--- src/rtl/ddr3_wr_pkg.sv ---
// Shared types and constants for the DDR3 write-side controller.
package ddr3_wr_pkg;

    localparam int unsigned DATA_W   = 128;
    localparam int unsigned ADR_STEP = 8;
    localparam int unsigned CNT_W    = 24;
    localparam int unsigned CSUM_W   = 32;
    localparam int unsigned MASK_W   = 16;
    localparam int unsigned CMD_W    = 3;

    localparam logic [CMD_W-1:0] APP_CMD_WR = 3'b000;

    typedef enum logic [1:0] {
        ST_IDLE  = 2'd0,
        ST_ISSUE = 2'd1,
        ST_DONE  = 2'd2
    } wr_state_e;

    // XOR of the four 32-bit lanes of one FIFO word
    function automatic logic [CSUM_W-1:0] fold_word(input logic [DATA_W-1:0] d);
        return d[127:96] ^ d[95:64] ^ d[63:32] ^ d[31:0];
    endfunction

endpackage

--- src/rtl/ddr3_wr_control_if.sv ---
// FWFT FIFO read side plus MIG app write interface.
interface ddr3_wr_control_if #(
    parameter int unsigned ADDR_W = 28
);
    import ddr3_wr_pkg::*;

    logic [DATA_W-1:0] fifo_dout;
    logic              fifo_empty;
    logic              fifo_rd_en;

    logic              app_rdy;
    logic              app_wdf_rdy;
    logic              app_en;
    logic [CMD_W-1:0]  app_cmd;
    logic [ADDR_W-1:0] app_addr;
    logic [DATA_W-1:0] app_wdf_data;
    logic              app_wdf_wren;
    logic              app_wdf_end;
    logic [MASK_W-1:0] app_wdf_mask;

    modport master (
        input  fifo_dout, fifo_empty, app_rdy, app_wdf_rdy,
        output fifo_rd_en, app_en, app_cmd, app_addr,
               app_wdf_data, app_wdf_wren, app_wdf_end, app_wdf_mask
    );

    modport slave (
        output fifo_dout, fifo_empty, app_rdy, app_wdf_rdy,
        input  fifo_rd_en, app_en, app_cmd, app_addr,
               app_wdf_data, app_wdf_wren, app_wdf_end, app_wdf_mask
    );

endinterface

--- src/rtl/ddr3_wr_addr_cntr.sv ---
// Running DDR3 burst address with sticky wrap flag.
module ddr3_wr_addr_cntr
    import ddr3_wr_pkg::*;
#(
    parameter int unsigned ADDR_W = 28
) (
    input  logic              clk,
    input  logic              reset,
    input  logic              init,
    input  logic              step,
    output logic [ADDR_W-1:0] addr,
    output logic              wrap
);

    logic [ADDR_W:0] sum_c;

    assign sum_c = {1'b0, addr} + (ADDR_W+1)'(ADR_STEP);

    // Clear on init, advance one burst per committed word; carry out marks a wrap
    always_ff @(posedge clk or posedge reset) begin
        if (reset) begin
            addr <= '0;
            wrap <= 1'b0;
        end else if (init) begin
            addr <= '0;
            wrap <= 1'b0;
        end else if (step) begin
            addr <= sum_c[ADDR_W-1:0];
            if (sum_c[ADDR_W]) begin
                wrap <= 1'b1;
            end
        end
    end

endmodule

--- src/rtl/ddr3_wr_control.sv ---
// Drains the DDR3 write FIFO into the MIG app interface, one BL8 burst per word.
module ddr3_wr_control
    import ddr3_wr_pkg::*;
#(
    parameter int unsigned ADDR_W = 28
) (
    input  logic                clk,
    input  logic                reset,
    input  logic                adr_init,
    input  logic                fill_done,
    ddr3_wr_control_if.master   bus,
    output logic                ddr3_wr_busy,
    output logic [CNT_W-1:0]    words_written,
    output logic [CSUM_W-1:0]   checksum,
    output logic                adr_wrap
);

    wr_state_e         state, state_nxt;

    logic              fd_latch, fd_latch_nxt;
    logic              hold_vld, hold_vld_nxt;
    logic              cmd_ok, cmd_ok_nxt;
    logic              dat_ok, dat_ok_nxt;
    logic              app_en_q, app_en_nxt;
    logic              wren_q, wren_nxt;
    logic [DATA_W-1:0] hold_q;

    logic              cmd_done_c;
    logic              dat_done_c;
    logic              commit_c;
    logic              word_free_c;
    logic              pop_c;
    logic              clr_fill_c;
    logic [ADDR_W-1:0] addr;

    // A word commits once both its command and its data have been accepted
    assign cmd_done_c  = cmd_ok | (app_en_q & bus.app_rdy);
    assign dat_done_c  = dat_ok | (wren_q & bus.app_wdf_rdy);
    assign commit_c    = (state == ST_ISSUE) & hold_vld & cmd_done_c & dat_done_c;
    assign word_free_c = ~hold_vld | commit_c;

    // State register
    always_ff @(posedge clk or posedge reset) begin
        if (reset) begin
            state <= ST_IDLE;
        end else begin
            state <= state_nxt;
        end
    end

    // Next-state decode
    always_comb begin
        state_nxt = state;
        unique case (state)
            ST_IDLE: begin
                if (!bus.fifo_empty) begin
                    state_nxt = ST_ISSUE;
                end else if (fd_latch) begin
                    state_nxt = ST_DONE;
                end
            end
            ST_ISSUE: begin
                if (word_free_c && bus.fifo_empty && fd_latch) begin
                    state_nxt = ST_DONE;
                end
            end
            ST_DONE: begin
                state_nxt = ST_IDLE;
            end
            default: begin
                state_nxt = ST_IDLE;
            end
        endcase
    end

    // Pop decision and next values of the handshake flags
    always_comb begin
        pop_c        = 1'b0;
        clr_fill_c   = 1'b0;
        app_en_nxt   = app_en_q & ~bus.app_rdy;
        wren_nxt     = wren_q & ~bus.app_wdf_rdy;
        cmd_ok_nxt   = cmd_done_c;
        dat_ok_nxt   = dat_done_c;
        hold_vld_nxt = hold_vld;
        fd_latch_nxt = fd_latch | fill_done;
        unique case (state)
            ST_IDLE: begin
                pop_c      = ~bus.fifo_empty;
                clr_fill_c = ~bus.fifo_empty | fd_latch;
            end
            ST_ISSUE: begin
                pop_c = word_free_c & ~bus.fifo_empty;
            end
            default: begin
                pop_c = 1'b0;
            end
        endcase
        if (commit_c) begin
            cmd_ok_nxt   = 1'b0;
            dat_ok_nxt   = 1'b0;
            hold_vld_nxt = 1'b0;
        end
        if (pop_c) begin
            app_en_nxt   = 1'b1;
            wren_nxt     = 1'b1;
            hold_vld_nxt = 1'b1;
        end
        if ((state_nxt == ST_DONE) && (state != ST_DONE)) begin
            fd_latch_nxt = 1'b0;
        end
    end

    // Handshake flags, hold register, per-fill statistics and busy
    always_ff @(posedge clk or posedge reset) begin
        if (reset) begin
            fd_latch      <= 1'b0;
            hold_vld      <= 1'b0;
            cmd_ok        <= 1'b0;
            dat_ok        <= 1'b0;
            app_en_q      <= 1'b0;
            wren_q        <= 1'b0;
            hold_q        <= '0;
            words_written <= '0;
            checksum      <= '0;
            ddr3_wr_busy  <= 1'b0;
        end else begin
            fd_latch     <= fd_latch_nxt;
            hold_vld     <= hold_vld_nxt;
            cmd_ok       <= cmd_ok_nxt;
            dat_ok       <= dat_ok_nxt;
            app_en_q     <= app_en_nxt;
            wren_q       <= wren_nxt;
            ddr3_wr_busy <= (state_nxt != ST_IDLE) | fd_latch_nxt;
            if (pop_c) begin
                hold_q <= bus.fifo_dout;
            end
            if (clr_fill_c) begin
                words_written <= '0;
                checksum      <= '0;
            end else if (commit_c) begin
                if (words_written != {CNT_W{1'b1}}) begin
                    words_written <= words_written + CNT_W'(1);
                end
                checksum <= checksum ^ fold_word(hold_q);
            end
        end
    end

    ddr3_wr_addr_cntr #(
        .ADDR_W (ADDR_W)
    ) u_addr_cntr (
        .clk    (clk),
        .reset  (reset),
        .init   (adr_init & (state == ST_IDLE)),
        .step   (commit_c),
        .addr   (addr),
        .wrap   (adr_wrap)
    );

    assign bus.fifo_rd_en   = pop_c & ~reset;
    assign bus.app_en       = app_en_q;
    assign bus.app_cmd      = APP_CMD_WR;
    assign bus.app_addr     = addr;
    assign bus.app_wdf_data = hold_q;
    assign bus.app_wdf_wren = wren_q;
    assign bus.app_wdf_end  = wren_q;
    assign bus.app_wdf_mask = '0;

endmodule

--- src/flat_wrapper.sv ---
// flat-port wrapper written by rule: the top's interface ports become plain ports
module ddr3_wr_control_flat import ddr3_wr_pkg::*;
#(
    parameter int unsigned ADDR_W = 28
)
  (clk, reset, adr_init, fill_done, ddr3_wr_busy, words_written, checksum, adr_wrap, bus_fifo_dout, bus_fifo_empty, bus_app_rdy, bus_app_wdf_rdy, bus_fifo_rd_en, bus_app_en, bus_app_cmd, bus_app_addr, bus_app_wdf_data, bus_app_wdf_wren, bus_app_wdf_end, bus_app_wdf_mask);
  ddr3_wr_control_if #(.ADDR_W(ADDR_W)) bus_i ();
  input  logic clk;
  input  logic reset;
  input  logic adr_init;
  input  logic fill_done;
  output logic ddr3_wr_busy;
  output logic [CNT_W-1:0] words_written;
  output logic [CSUM_W-1:0] checksum;
  output logic adr_wrap;
  input wire logic [$bits(bus_i.fifo_dout)-1:0] bus_fifo_dout;
  input wire logic [$bits(bus_i.fifo_empty)-1:0] bus_fifo_empty;
  input wire logic [$bits(bus_i.app_rdy)-1:0] bus_app_rdy;
  input wire logic [$bits(bus_i.app_wdf_rdy)-1:0] bus_app_wdf_rdy;
  output wire logic [$bits(bus_i.fifo_rd_en)-1:0] bus_fifo_rd_en;
  output wire logic [$bits(bus_i.app_en)-1:0] bus_app_en;
  output wire logic [$bits(bus_i.app_cmd)-1:0] bus_app_cmd;
  output wire logic [$bits(bus_i.app_addr)-1:0] bus_app_addr;
  output wire logic [$bits(bus_i.app_wdf_data)-1:0] bus_app_wdf_data;
  output wire logic [$bits(bus_i.app_wdf_wren)-1:0] bus_app_wdf_wren;
  output wire logic [$bits(bus_i.app_wdf_end)-1:0] bus_app_wdf_end;
  output wire logic [$bits(bus_i.app_wdf_mask)-1:0] bus_app_wdf_mask;
  assign bus_i.fifo_dout = bus_fifo_dout;
  assign bus_i.fifo_empty = bus_fifo_empty;
  assign bus_i.app_rdy = bus_app_rdy;
  assign bus_i.app_wdf_rdy = bus_app_wdf_rdy;
  assign bus_fifo_rd_en = bus_i.fifo_rd_en;
  assign bus_app_en = bus_i.app_en;
  assign bus_app_cmd = bus_i.app_cmd;
  assign bus_app_addr = bus_i.app_addr;
  assign bus_app_wdf_data = bus_i.app_wdf_data;
  assign bus_app_wdf_wren = bus_i.app_wdf_wren;
  assign bus_app_wdf_end = bus_i.app_wdf_end;
  assign bus_app_wdf_mask = bus_i.app_wdf_mask;
  ddr3_wr_control #(.ADDR_W(ADDR_W)) u_core (.clk(clk), .reset(reset), .adr_init(adr_init), .fill_done(fill_done), .bus(bus_i), .ddr3_wr_busy(ddr3_wr_busy), .words_written(words_written), .checksum(checksum), .adr_wrap(adr_wrap));
endmodule
--- config.mk ---
export PLATFORM = sky130hd
export DESIGN_NAME = ddr3_wr_control_flat
export DESIGN_NICKNAME = d
export VERILOG_FILES = /design/src/rtl/ddr3_wr_pkg.sv /design/src/rtl/ddr3_wr_control_if.sv /design/src/rtl/ddr3_wr_addr_cntr.sv /design/src/rtl/ddr3_wr_control.sv /design/src/flat_wrapper.sv
export SDC_FILE = /design/constraint.sdc
export NUM_CORES = 1
export LEC_CHECK = 0
export CAP_MARGIN = 10
export CORE_ASPECT_RATIO = 0.75
export CORE_MARGIN = 2
export CORE_UTILIZATION = 23
export CTS_BUF_LIST = sky130_fd_sc_hd__clkbuf_4
export CTS_CLUSTER_DIAMETER = 120
export DETAILED_ROUTE_END_ITERATION = 8
export SKIP_CTS_REPAIR_TIMING = 1
export SYNTH_ARGS = -nofsm -noshare
export SYNTH_HDL_FRONTEND = slang
export SYNTH_HIERARCHICAL = 1
export SYNTH_SLANG_ARGS = --single-unit
--- constraint.sdc ---
create_clock -name clk -period 8.09 [get_ports clk]
set_input_delay 0.809 -clock clk [delete_from_list [all_inputs] [get_ports clk]]
set_output_delay 0.809 -clock clk [all_outputs]
set_load 0.02 [all_outputs]
# Word level (Yosys, flattened, before mapping)
# Cells that the tools add are included.
# totals
reg_bits	222
inputBits	135
# classes
n_addsub	2
eq_ne	4
muxes	23
bitwise_logic	25
reduce_logical	12
# op_table
cell	n
32-bit XOR	4
24-bit two-way mux	3
32-bit two-way mux	2
28-bit two-way mux	2
28-bit by 4-bit adder with 29-bit output, second input constant	1
24-bit by 1-bit adder with 24-bit output, second input constant	1
24-bit inequality test, second input constant	1
2-bit nonzero test	6
1-bit two-way mux	11
1-bit bitwise AND	10
2-bit two-way mux	3
1-bit OR	6
1-bit NOT	5
2-bit one-hot mux with 2 select lines	1
2-bit AND reduction	2
1-bit logical AND	3
2-bit by 1-bit == test with 1-bit output, second input constant	1
2-bit == test, second input constant	1
2-bit zero test	1
2-bit inequality test, second input constant	1
1-bit one-hot mux with 2 select lines	1

# Longest topological paths before layout
# depth
depth_word	13
depth_mapped	12

# Cells and area by module
# The synthesis kept the hierarchy.
# modules_own_cells
module	instances	cells_per_inst	area_per_inst_um2	seq_area_each_um2
ddr3_wr_control	1	708	8843.5	4829.6
ddr3_wr_addr_cntr	1	147	1370.1	650.6

# Least setup slack after synthesis
# OpenSTA, ideal clock, no wires.
# synth_path
path_type	input-to-reg
startpoint	input bus_app_rdy
endpoint	register u_core.u_addr_cntr.addr[25]
setup_time_ps	78
arrival_ps	3305
t_required_ps	8012
setup_slack_ps	4707
cell_stages	10
cell_sequence	a21oi_1 nor3_4 clkbuf_1 clkbuf_1 buf_2 o21ai_1 or4_1 buf_2 or4_1 a21oi_1
# synth_via
elab_chain_len	5
# synth_rtl
item	line_no	rtl
start: declaration	flat_wrapper.sv:18	input wire logic [$bits(bus_i.app_rdy)-1:0] bus_app_rdy;
1-bit bitwise AND	ddr3_wr_control.sv:37	assign cmd_done_c = cmd_ok | (app_en_q & bus.app_rdy);
1-bit OR	ddr3_wr_control.sv:37	
1-bit bitwise AND (2 in a row)	ddr3_wr_control.sv:39	assign commit_c = (state == ST_ISSUE) & hold_vld & cmd_done_c & dat_done_c;
named net u_core.commit_c	ddr3_wr_control.sv:30	logic commit_c;
2-bit nonzero test (no line)	-	
end signal: assignment	ddr3_wr_addr_cntr.sv:28	addr <= sum_c[ADDR_W-1:0];
end: declaration	ddr3_wr_addr_cntr.sv:11	output logic [ADDR_W-1:0] addr,
# The timed path passes the listed nets, and every way through them passes these cells.
# A chain may end at the register's enable or synchronous reset.

# Final worst setup path
# layout_path
startpoint	input bus_app_rdy
endpoint	output bus_fifo_rd_en
# layout_via
elab_chain_len	8
# layout_rtl
item	line_no	rtl
1-bit bitwise AND	ddr3_wr_control.sv:37	
1-bit OR	ddr3_wr_control.sv:37	
1-bit bitwise AND (2 in a row)	ddr3_wr_control.sv:39	
1-bit OR	ddr3_wr_control.sv:40	assign word_free_c = ~hold_vld | commit_c;
1-bit bitwise AND	ddr3_wr_control.sv:92	pop_c = word_free_c & ~bus.fifo_empty;
1-bit one-hot mux with 2 select lines	ddr3_wr_control.sv:86	unique case (state)
1-bit bitwise AND	ddr3_wr_control.sv:160	assign bus.fifo_rd_en = pop_c & ~reset;
end: declaration	flat_wrapper.sv:20	output wire logic [$bits(bus_i.fifo_rd_en)-1:0] bus_fifo_rd_en;
# No other way between the ends.

==> impl_metrics.csv <==
group,metric,value,unit
routing,vias,7860,
cells_and_area,multi_input_area,4390,µm²
timing,fin_crit_sh,55.1,%
global_routing,grt_pass1_vias,8284,
global_routing,grt_max_degree,76,
clock_network,clock_sinks,219,
clock_network,cts_tree,"yes",
timing,fmax,224,MHz
placement,io_buffers,349,
clock_network,htree_levels,2,
logic_synthesis,syn_area_per_cell,11.9,µm²
die,die_h,186,µm
logic_synthesis,netlist_area,10200,µm²
routing,drt-wirelength-per-cell,15.9,µm
cells_and_area,layout-drive-gt1-share,11.9,%
timing,tightest_slew,0.991,ns
routing,wl,29.7,mm
critical_path,crit_arrival,3.65,ns
cells_and_area,layout_commonest_cell,"clkdlybuf4s50_1",
cells_and_area,regArea,5480,µm²
global_routing,grt-ovfl-total,0,
placement,dp_hpwl,20.7,mm
power,leakagePower,6.07,nW
clock_network,clockRootBuffer,"clkbuf_4",
die,fp.dieW,247,µm
die,io_pins,372,
die,rows,66,
global_routing,grt_pass1_wl,46.6,mm
timing,slew-limit-headroom,33.9,%
job,cap_violations,0,
global_routing,grt_antenna_before_repair,1,
critical_path,path_class,"in -> out",
power,p_per_area,398,nW/µm²
cells_and_area,num-fill-cells,4440,
clock_network,clkTransAtPathRegs,0.06,ns
timing,setup_viol,0,
timing,final.setup.tns,0,ns
logic_synthesis,netlist_instances,855,
critical_path,crit_required,7.28,ns
logic_synthesis,yosys_warnings,6,
routing,route.detailed.drc,0,
routing,drt-initial-drc-count,340,
logic_synthesis,ys_seq_area_share,53.7,%
clock_network,clk_latency,0.75,ns
timing,hold_violations,0,
placement,placed_cells_incl_taps,1752,
cells_and_area,mostFrequentLayoutCells,"clkdlybuf4s50_1, dfrtp_1, mux2_1, clkbuf_4, xnor2_1",
clock_network,cts_buffers,60,
hold_path,hold_path.class,"reg -> reg",
cells_and_area,synthToLayoutAreaGrowth,47.2,%
die,die_area,46100,µm²
power,ir_drop,0.000221,V
cells_and_area,final_nets,1374,
critical_path,crit_fanout,50,
die,fp.coreArea,43600,µm²
global_routing,grt_usage,12.8,%
clock_network,cts_buffer_depth,3,
die,start_util,23.4,%
routing,viasPerCell,4.22,
logic_synthesis,synth_edf_count,0,
critical_path,start_kind,"input port",
timing,finalMaxSlewViolations,0,
logic_synthesis,ys.flop_type,"dfrtp_1",
status,outcome,"completed",
routing,postRouteAntennaNets,0,
timing,rsz0062_at_grt,"no",
timing,min_period,4.46,ns
logic_synthesis,yosys_register_bits,219,
cells_and_area,instances_no_fill,1864,
timing,skew,0.0693,ns
power,p_total,5.98,mW
logic_synthesis,ys_types,40,
routing,first_pass_iters,4,
placement,place_congestion,0.759,
critical_path,cp-end-kind,"primary output",
logic_synthesis,synthArstFlopShare,100,%
## synth_stat cells (2+ instances only)
cell type  instances  area, µm²
dfrtp_1          219       5480
mux2_1            89       1000
xnor2_1           72        631
xor2_1            70        613
nor2_1            59        221
nand2_1           55        206
mux2_2            41        462
a21oi_1           30        150
buf_4             23        173
nand4_1           18        113
clkbuf_1          17       63.8
or4_1             17        128
or3_1             16        100
o21ai_0           15       75.1
o31ai_1           15        113
nand3_1           12       60.1
buf_6             11        124
inv_1             10       37.5
nor4_1             8       50.1
buf_2              7       35.0
nor3_1             7       35.0
and4_1             6       52.6
o21ai_1            6       30.0
nor2b_1            5       31.3
and3_1             3       18.8
o211ai_1           3       22.5
conb_1             2       7.51
ha_1               2       25.0
mux2i_1            2       20.0
nand2b_1           2       12.5
nor3b_1            2       15.0
o2111ai_1          2       17.5
o22ai_1            2       12.5
## final timing paths
| path | startpoint | end | slack, ns | depth (start not counted) |
|---|---|---|---|---|
| max reg2reg | u_core/state[1]$_DFF_PP0_ | u_core/bus.app_wdf_data[125]$_DFFE_PP0P_ | 4.18 | 8 |
| max | bus_app_rdy | bus_fifo_rd_en | 3.63 | 8 |
| min reg2reg | u_core/dat_ok$_DFF_PP0_ | u_core/dat_ok$_DFF_PP0_ | 0.53 | 2 |
| max in group asynchronous | reset | u_core/checksum[19]$_DFFE_PP0P_ | 6.14 | 3 |
| min | u_core/dat_ok$_DFF_PP0_ | u_core/dat_ok$_DFF_PP0_ | 0.53 | 2 |
| min in group asynchronous | reset | u_core/checksum[1]$_DFFE_PP0P_ | 0.73 | 2 |
## critical path: stages
cell and delay, ns:
clkdlybuf4s50_1 0.49, a21oi_1 0.14, nor3_4 0.19, buf_4 0.57, nor3b_1 0.16, or3_4 0.42, nor2_1 0.20, clkdlybuf4s50_1 0.65
## cells by family (layout without fill, tap and decap cells)
logic type	Yosys count	after routing	synth area share, %
buffers and inverters	69	479	4.28
XOR/XNOR	142	142	12.2
flip-flops	219	219	53.7
AND/OR/NAND/NOR	213	213	10.6
AO/OA/AOI/OAI	76	76	4.41
multiplexers	132	132	14.5
adder cells (fa/ha/maj)	2	2	0.245
other	2	23	0.0735
## layout make-up
type | count | area share (%)
Inverter | 10 | 0.300
Sequential cell | 219 | 36.4
Timing Repair Buffer | 359 | 23.7
Clock inverter | 23 | 1.18
Multi-Input combinational cell | 587 | 29.2
Clock buffer | 87 | 4.34
Antenna cell | 1 | 0.0166
Tap cell | 578 | 4.81
## routing by layer
metal  global-route usage, %  part of all wire (%)
met3                    5.32                    10
met5                       0                     0
met2                    20.4                    47
met4                    3.82                   2.0
met1                    15.7                    41
## report_power, final
group          switching (mW)  total [mW]  internal (mW)
Sequential              0.412        1.92           1.51
Combinational            1.47        2.97           1.50
Clock                   0.495        1.09          0.591
## state kept, by name, summed over array words and instances, names as in the netlist
| signal | flops |
|---|---|
| u_core/bus.app_wdf_data | 128 |
| u_core/cmd_ok | 1 |
| u_core/checksum | 32 |
| u_core/u_addr_cntr/wrap | 1 |
| u_core/fd_latch | 1 |
| u_core/words_written | 24 |
| u_core/dat_ok | 1 |
| u_core/u_addr_cntr/addr | 25 |
| u_core/bus.app_en | 1 |
| u_core/ddr3_wr_busy | 1 |
| u_core/state | 2 |
| u_core/hold_vld | 1 |
| u_core/bus.app_wdf_end | 1 |
## through the flow
stage / hold WS [ns] / setup slack (ns) / area [µm²] / utilization, %
4_1_cts: 0.537 / 3.47 / 15000 / 34.5
5_1_grt: 0.556 / 3.36 / 15000 / 34.5
2_1_floorplan: 0.476 / 2.03 / 10300 / -
6_report: 0.528 / 3.63 / 15000 / 34.5
3_3_place_gp: 0.510 / 3.38 / 14200 / 32.6
3_5_place_dp: 0.523 / 3.32 / 14200 / 32.6
Power figures use the tool's default switching activity.
